`src/rtl/gobou_ctrl_seq.sv`:
```
// Layer sequencer for the gobou fully-connected engine: walks one job through
// all CORE-wide passes, emitting memory addresses and the beat control stream.
module gobou_ctrl_seq #(
  parameter int CORE    = 8,
  parameter int N_W     = 10,
  parameter int ADDR_W  = 12,
  parameter int WADDR_W = 16,
  parameter int D_DRAIN = 6
) (
  input  logic               clk,
  input  logic               xrst,
  input  logic               req,
  input  logic [N_W-1:0]     n_in,
  input  logic [N_W-1:0]     n_out,
  input  logic [ADDR_W-1:0]  in_offset,
  input  logic [WADDR_W-1:0] w_offset,
  output logic               busy,
  output logic               ack,
  output logic [ADDR_W-1:0]  mem_in_addr,
  output logic [WADDR_W-1:0] mem_w_addr,
  output logic               ctrl_start,
  output logic               ctrl_valid,
  output logic               ctrl_stop,
  output logic               acc_clr,
  output logic [CORE-1:0]    out_mask,
  output logic [N_W-1:0]     pass_idx
);

  localparam logic [1:0] S_IDLE  = 2'd0;
  localparam logic [1:0] S_MAC   = 2'd1;
  localparam logic [1:0] S_DRAIN = 2'd2;
  localparam logic [1:0] S_DONE  = 2'd3;

  localparam int DC_W = (D_DRAIN > 1) ? $clog2(D_DRAIN) : 1;

  logic [1:0]         state;
  logic [N_W-1:0]     n_in_q;
  logic [ADDR_W-1:0]  in_off_q;
  logic [WADDR_W-1:0] w_base;
  logic [N_W-1:0]     i_cnt;
  logic [N_W-1:0]     rem_q;
  logic [DC_W-1:0]    drain_cnt;

  logic [N_W-1:0]     i_next;
  logic [N_W-1:0]     rem_next;
  logic [WADDR_W-1:0] w_base_next;
  logic               last_pass;

  // rem_q counts output neurons not yet covered by earlier passes; this
  // replaces a ceil(n_out/CORE) divider and also drives the lane mask.
  function automatic logic [CORE-1:0] lane_mask(input logic [N_W-1:0] rem);
    logic [CORE-1:0] m;
    m = '0;
    for (int j = 0; j < CORE; j++) begin
      m[j] = (rem > N_W'(j));
    end
    return m;
  endfunction

  always_comb begin
    i_next      = i_cnt + N_W'(1);
    rem_next    = rem_q - N_W'(CORE);
    w_base_next = w_base + WADDR_W'(n_in_q);
    last_pass   = (rem_q <= N_W'(CORE));
  end

  always_ff @(posedge clk or negedge xrst) begin
    if (!xrst) begin
      state       <= S_IDLE;
      n_in_q      <= '0;
      in_off_q    <= '0;
      w_base      <= '0;
      i_cnt       <= '0;
      rem_q       <= '0;
      drain_cnt   <= '0;
      busy        <= 1'b0;
      ack         <= 1'b0;
      mem_in_addr <= '0;
      mem_w_addr  <= '0;
      ctrl_start  <= 1'b0;
      ctrl_valid  <= 1'b0;
      ctrl_stop   <= 1'b0;
      acc_clr     <= 1'b0;
      out_mask    <= '0;
      pass_idx    <= '0;
    end else begin
      case (state)
        S_IDLE: begin
          if (req) begin
            n_in_q   <= n_in;
            in_off_q <= in_offset;
            rem_q    <= n_out;
            w_base   <= w_offset;
            i_cnt    <= '0;
            busy     <= 1'b1;
            if (n_in == '0 || n_out == '0) begin
              state <= S_DONE;
              ack   <= 1'b1;
            end else begin
              // Beat (0,0) is registered here so it is visible the next cycle.
              state       <= S_MAC;
              mem_in_addr <= in_offset;
              mem_w_addr  <= w_offset;
              pass_idx    <= '0;
              ctrl_valid  <= 1'b1;
              ctrl_start  <= 1'b1;
              acc_clr     <= 1'b1;
              ctrl_stop   <= (n_in == N_W'(1));
              out_mask    <= lane_mask(n_out);
            end
          end
        end
        S_MAC: begin
          if (ctrl_stop) begin
            if (last_pass) begin
              state      <= S_DRAIN;
              ctrl_valid <= 1'b0;
              ctrl_start <= 1'b0;
              ctrl_stop  <= 1'b0;
              acc_clr    <= 1'b0;
              drain_cnt  <= DC_W'(D_DRAIN - 1);
            end else begin
              // Next pass starts on the very next beat; w_base tracks p*n_in.
              i_cnt       <= '0;
              rem_q       <= rem_next;
              w_base      <= w_base_next;
              mem_in_addr <= in_off_q;
              mem_w_addr  <= w_base_next;
              pass_idx    <= pass_idx + N_W'(1);
              ctrl_start  <= 1'b1;
              acc_clr     <= 1'b1;
              ctrl_stop   <= (n_in_q == N_W'(1));
              out_mask    <= lane_mask(rem_next);
            end
          end else begin
            i_cnt       <= i_next;
            mem_in_addr <= mem_in_addr + ADDR_W'(1);
            mem_w_addr  <= mem_w_addr + WADDR_W'(1);
            ctrl_start  <= 1'b0;
            acc_clr     <= 1'b0;
            ctrl_stop   <= (i_next == n_in_q - N_W'(1));
          end
        end
        S_DRAIN: begin
          if (drain_cnt == '0) begin
            state <= S_DONE;
            ack   <= 1'b1;
          end else begin
            drain_cnt <= drain_cnt - DC_W'(1);
          end
        end
        S_DONE: begin
          state <= S_IDLE;
          ack   <= 1'b0;
          busy  <= 1'b0;
        end
        default: state <= S_IDLE;
      endcase
    end
  end

endmodule

```
`config.mk`:
```
export PLATFORM = sky130hd
export DESIGN_NAME = gobou_ctrl_seq
export DESIGN_NICKNAME = d
export VERILOG_FILES = /design/src/rtl/gobou_ctrl_seq.sv
export SDC_FILE = /design/constraint.sdc
export NUM_CORES = 1
export LEC_CHECK = 0
export BUFFER_PORTS_ARGS = -buffer_cell sky130_fd_sc_hd__buf_2
export CAP_MARGIN = 20
export CORE_UTILIZATION = 40
export DETAILED_ROUTE_END_ITERATION = 12
export SLEW_MARGIN = 20
export SYNTH_ARGS = -nofsm -noshare
export SYNTH_HDL_FRONTEND = slang
export SYNTH_SLANG_ARGS = --single-unit
```
`constraint.sdc`:
```
create_clock -name clk -period 5.7 [get_ports clk]
set_input_delay 1.14 -clock clk [delete_from_list [all_inputs] [get_ports clk]]
set_output_delay 1.14 -clock clk [all_outputs]
set_load 0.02 [all_outputs]
```
* After elaboration in Yosys (flattened, before gate mapping)
Index checks and enable logic that the tools add are counted.
Word-level totals: register bits after elaboration 114, output and inout port bits 52
Cells by class: add/sub/neg operators 8, $lt $le $gt $ge 17, equal/unequal tests 15, muxes and demuxes 60, reductions and logical operators 20
Operators with widths (number):
- two-way mux 10 bit | 10
- two-way mux 16 bit | 6
- > comparator 10 x 3 -> 1 bit (second input constant) | 8
- case mux 16 bit (2 select lines) | 2
- case mux 10 bit (2 select lines) | 3
- two-way mux 12 bit | 4
- > comparator 10 x 1 -> 1 bit (second input constant) | 4
- > comparator 10 x 2 -> 1 bit (second input constant) | 4
- two-way mux 8 bit | 4
- case mux 12 bit (2 select lines) | 1
- adder 10 x 1 -> 10 bit (second input constant) | 2
- equality test 10 x 1 -> 1 bit (second input constant) | 2
- zero test 10 bit | 2
- AND reduction 4 bit | 5
- adder 16 x 1 -> 16 bit (second input constant) | 1
- adder 16 x 10 -> 16 bit | 1
- inequality test 2 bit (second input constant) | 8
- case mux 8 bit (2 select lines) | 1
- two-way mux 1 bit | 14
- adder 12 x 1 -> 12 bit (second input constant) | 1
- equality test 10 bit | 1
- less-or-equal comparator 10 x 4 -> 1 bit (second input constant) | 1
- two-way mux 2 bit | 5
- AND reduction 5 bit | 2
- other kinds (18) | 28

* Logic depth before layout (Yosys ltp)
word-level depth 5, gate-level depth with buffers 10

* Worst setup path before layout
No wires, ideal clock.
kind input -> register, start point in n_out[7], end point reg pass_idx[4], setup time 0.135 ns, arrival 2.428 ns, data required time 5.565 ns, slack 3.137 ns, cell stages on the path 8, cell sequence nor4_1 -> nand2_1 -> o22ai_2 -> a21oi_2 -> buf_6 -> nand4_1 -> xor2_1 -> nor2_1
On the way: longest elaborated chain between the ends 4
RTL lines:
- start, declared | RTL line 14 | input logic [N_W-1:0] n_out,
- zero test 10 bit | RTL line 96 | if (n_in == '0 || n_out == '0) begin
- logical OR 1 bit | RTL line 96
- inequality test 2 bit (no source line)
- AND reduction 5 bit (no source line)
- end signal, assigned | RTL line 129 | pass_idx <= pass_idx + N_W'(1);
- end, declared | RTL line 26 | output logic [N_W-1:0] pass_idx
Every way passes these cells. A chain may end at the register's enable or synchronous reset.

* Worst setup path in the final report
start point reg state[1], end point reg mem_w_addr[12]
On the way: longest elaborated chain between the ends 3
RTL lines:
- start, declared | RTL line 36 | logic [1:0] state;
- start signal, assigned | RTL line 69 | state <= S_IDLE;
- start signal, assigned | RTL line 97 | state <= S_DONE;
- start signal, assigned | RTL line 101 | state <= S_MAC;
- equality test 2 x 1 -> 1 bit or zero test 2 bit (tied branches) | RTL line 87 | case (state)
- inequality test 3 bit (no source line), or another cell as far along
- AND reduction 4 bit (no source line)
- end signal, assigned | RTL line 103 | mem_w_addr <= w_offset;
- end signal, assigned | RTL line 128 | mem_w_addr <= w_base_next;
- end signal, assigned | RTL line 138 | mem_w_addr <= mem_w_addr + WADDR_W'(1);
- end, declared | RTL line 20 | output logic [WADDR_W-1:0] mem_w_addr,
Parallel ways exist; a longest one is shown, timed or not.

==> flow_summary.yaml <==
clock_network:
  cts_hold_buf: 0
  cts.repair.resized: 0
  cts_tree: "built"
  cts_max_level: 4
  cts_buffers: 17
  clock_latency_ns: 0.42
  post_cts_buffers: 0
  numClockSinks: 114
  clk_pin_slew_ns: 0.06
  clockBufferDepth: 2
  root_buffer: "clkbuf_16"
synth:
  synth_fp_nets: 917
  synth-async-reset-ratio_pct: 100.0
  ys_seq_elements: 114
  yosys_warnings: 0
  synth_edf_count: 0
  ys_seq_area_share_pct: 39.03
  ys_types: 71
  avgSynthCellArea_um2: 8.702
  synthFlopType: "dfrtp_1"
  synthCells: 840
  synth_area_um2: 7310
sta:
  fin_crit_sh_pct: 54.59
  finalSetupTns_ns: 0
  drv_slew: 0
  tightestPinTransition_ns: 0.9614
  final_hold_viol_count: 0
  setup_viol: 0
  max_freq_ghz: 0.3214
  whs_ns: 0.4708
  skew_ns: 0.009043
  fin_crit_ns: 3.112
  relSlewSlack_pct: 35.91
  setup_slack_ns: 2.588
  grt_setup_unrepaired: "false"
hold_path:
  hp-class: "reg -> reg"
critical_path:
  endpoint: "mem_w_addr[12]"
  critical_path_arrival_ns: 3.41
  critPathLaunch: "state[1]"
  critPathLaunchType: "register"
  path_max_fanout: 30
  r2r_slack_ns: 2.59
  end_kind: "register"
  reg2reg_depth: 9
  worst_r2r_endpoint: "mem_w_addr[12]"
  reg2reg_from: "state[1]"
  critical_path_class: "reg -> reg"
  cp.required_ns: 6.00
final_layout:
  final_util_pct: 47.72
  nets: 1002
  stdcell_area_um2: 8572
  final_cell_mix: "116 x nand2_1, 114 x dfrtp_1, 101 x buf_2, 77 x o21ai_0, 72 x nor2_1"
  nFillCells: 1766
  syn2layout_area_growth_pct: 17.27
  drive_above_1_share_pct: 19.62
  final_cells: 1167
  final_common_cell: "nand2_1"
  diodes: 0
floorplan:
  num_rows: 49
  dieHeight_um: 137.2
  dieArea_um2: 18820
  start_util_pct: 40.69
  die_x_um: 137.2
  core_um2: 17960
  io_pins: 103
placed_design:
  dp_slack_ns: 2.333
  place_area_um2: 7943
  globalplace.congestion: 0.8277
  port_buffers: 102
  dp_hpwl_mm: 13.65
  dp.cells: 1135
power_and_ir_drop:
  ir_worst_vdd_mv: 0.2542
  power_mw: 5.701
  pwr_density_cell_nw_per_um2: 665.1
  leakagePower_nw: 3.729
routing:
  first_pass_iters: 5
  drc: 0
  ant_nets: 0
  wirelength_mm: 19.87
  drt_iter0_drc: 406
  num_vias: 6434
  vias_per_cell: 5.513
  routedWlPerCell_um: 17.03
global_routing:
  grt_pass1_vias: 6037
  grt-ovfl-total: 0
  antenna_found_initial: 0
  grtUsageTotal_pct: 21.89
  grt_max_degree: 76
  grt_pass1_wl_mm: 31.48
job:
  max_cap_violations: 0
outcome:
  status: "finished clean"
-- synth_stat cells (all sizes together), types with 11 or more instances --
| cell type | number | area [µm²] |
|---|---|---|
| a21o | 11 | 85.08 |
| a21oi | 58 | 297.8 |
| and3 | 13 | 82.58 |
| buf | 18 | 103.9 |
| clkbuf | 24 | 111.4 |
| dfrtp | 114 | 2853 |
| ha | 25 | 312.8 |
| inv | 24 | 90.08 |
| mux2 | 23 | 259.0 |
| mux2i | 20 | 200.2 |
| nand2 | 116 | 435.4 |
| nand3 | 30 | 150.1 |
| nand4 | 17 | 106.4 |
| nor2 | 72 | 270.3 |
| nor3 | 13 | 76.33 |
| o21ai | 84 | 427.9 |
| o22ai | 12 | 81.33 |
| xnor2 | 31 | 271.5 |
| xor2 | 24 | 210.2 |
-- flip-flops by register name, indices dropped and copies added (netlist names) --
signal / cells
rem_q: 10
w_base: 16
in_off_q: 12
mem_in_addr: 12
state: 2
drain_cnt: 3
ctrl_valid: 1
mem_w_addr: 16
ack: 1
n_in_q: 10
i_cnt: 10
pass_idx: 10
out_mask: 8
ctrl_stop: 1
busy: 1
acc_clr: 1
-- critical path: stages, from the launching register on --
cell     delay, ns
dfrtp_1       0.39
inv_1         0.14
ha_1          0.50
nand2_1       0.09
buf_4         0.29
o21ai_0       0.15
o21ai_2       0.20
a21oi_2       0.77
o21ai_0       0.21
a22o_1        0.24
-- layout make-up --
class	instances	area, µm²	area share (%)
inverter	24	90.09	1.051
clock buffer	19	442.9	5.167
tap	229	286.5	3.343
multi-input combinational	660	4155	48.47
sequential	114	2853	33.28
clock inverter	13	182.7	2.131
timing repair buffer	108	561.8	6.554
-- kinds of logic (layout without fill, tap and decap cells) --
kind of cell / after synthesis / count (layout) / share of synthesized area, %
AO/OA/AOI/OAI: 229 / 229 / 19.72
XOR/XNOR: 55 / 55 / 6.590
adder cells (fa/ha/maj): 26 / 26 / 4.553
buffers and inverters: 66 / 164 / 4.177
flip-flops: 114 / 114 / 39.03
multiplexers: 43 / 43 / 6.282
AND/OR/NAND/NOR: 307 / 307 / 19.65
-- per-layer routing --
layer	vias to the layer above	GRT usage (%)	wire [µm]
met5	-	0	0
met1	3050	28.57	9207
li1	3191	-	-
met4	0	6.410	208
met2	177	36.08	9407
met3	16	4.967	1050
-- power breakdown --
part	switching [mW]	internal, mW
Clock	0.402	0.742
Sequential	0.427	1.17
Combinational	1.82	1.14
Total	2.65	3.05
-- worst min path at each step --
stage                      from          end  slack, ns  cells past startpoint
finish              out_mask[4]  out_mask[4]       0.47                      2
global placement    out_mask[5]  out_mask[5]       0.46                      1
floorplan              i_cnt[9]     i_cnt[9]       0.47                      1
detailed placement  out_mask[4]  out_mask[4]       0.46                      2
CTS                 out_mask[4]  out_mask[4]       0.48                      2
global route        out_mask[4]  out_mask[4]       0.49                      2
(Power assumes the default switching activity.)
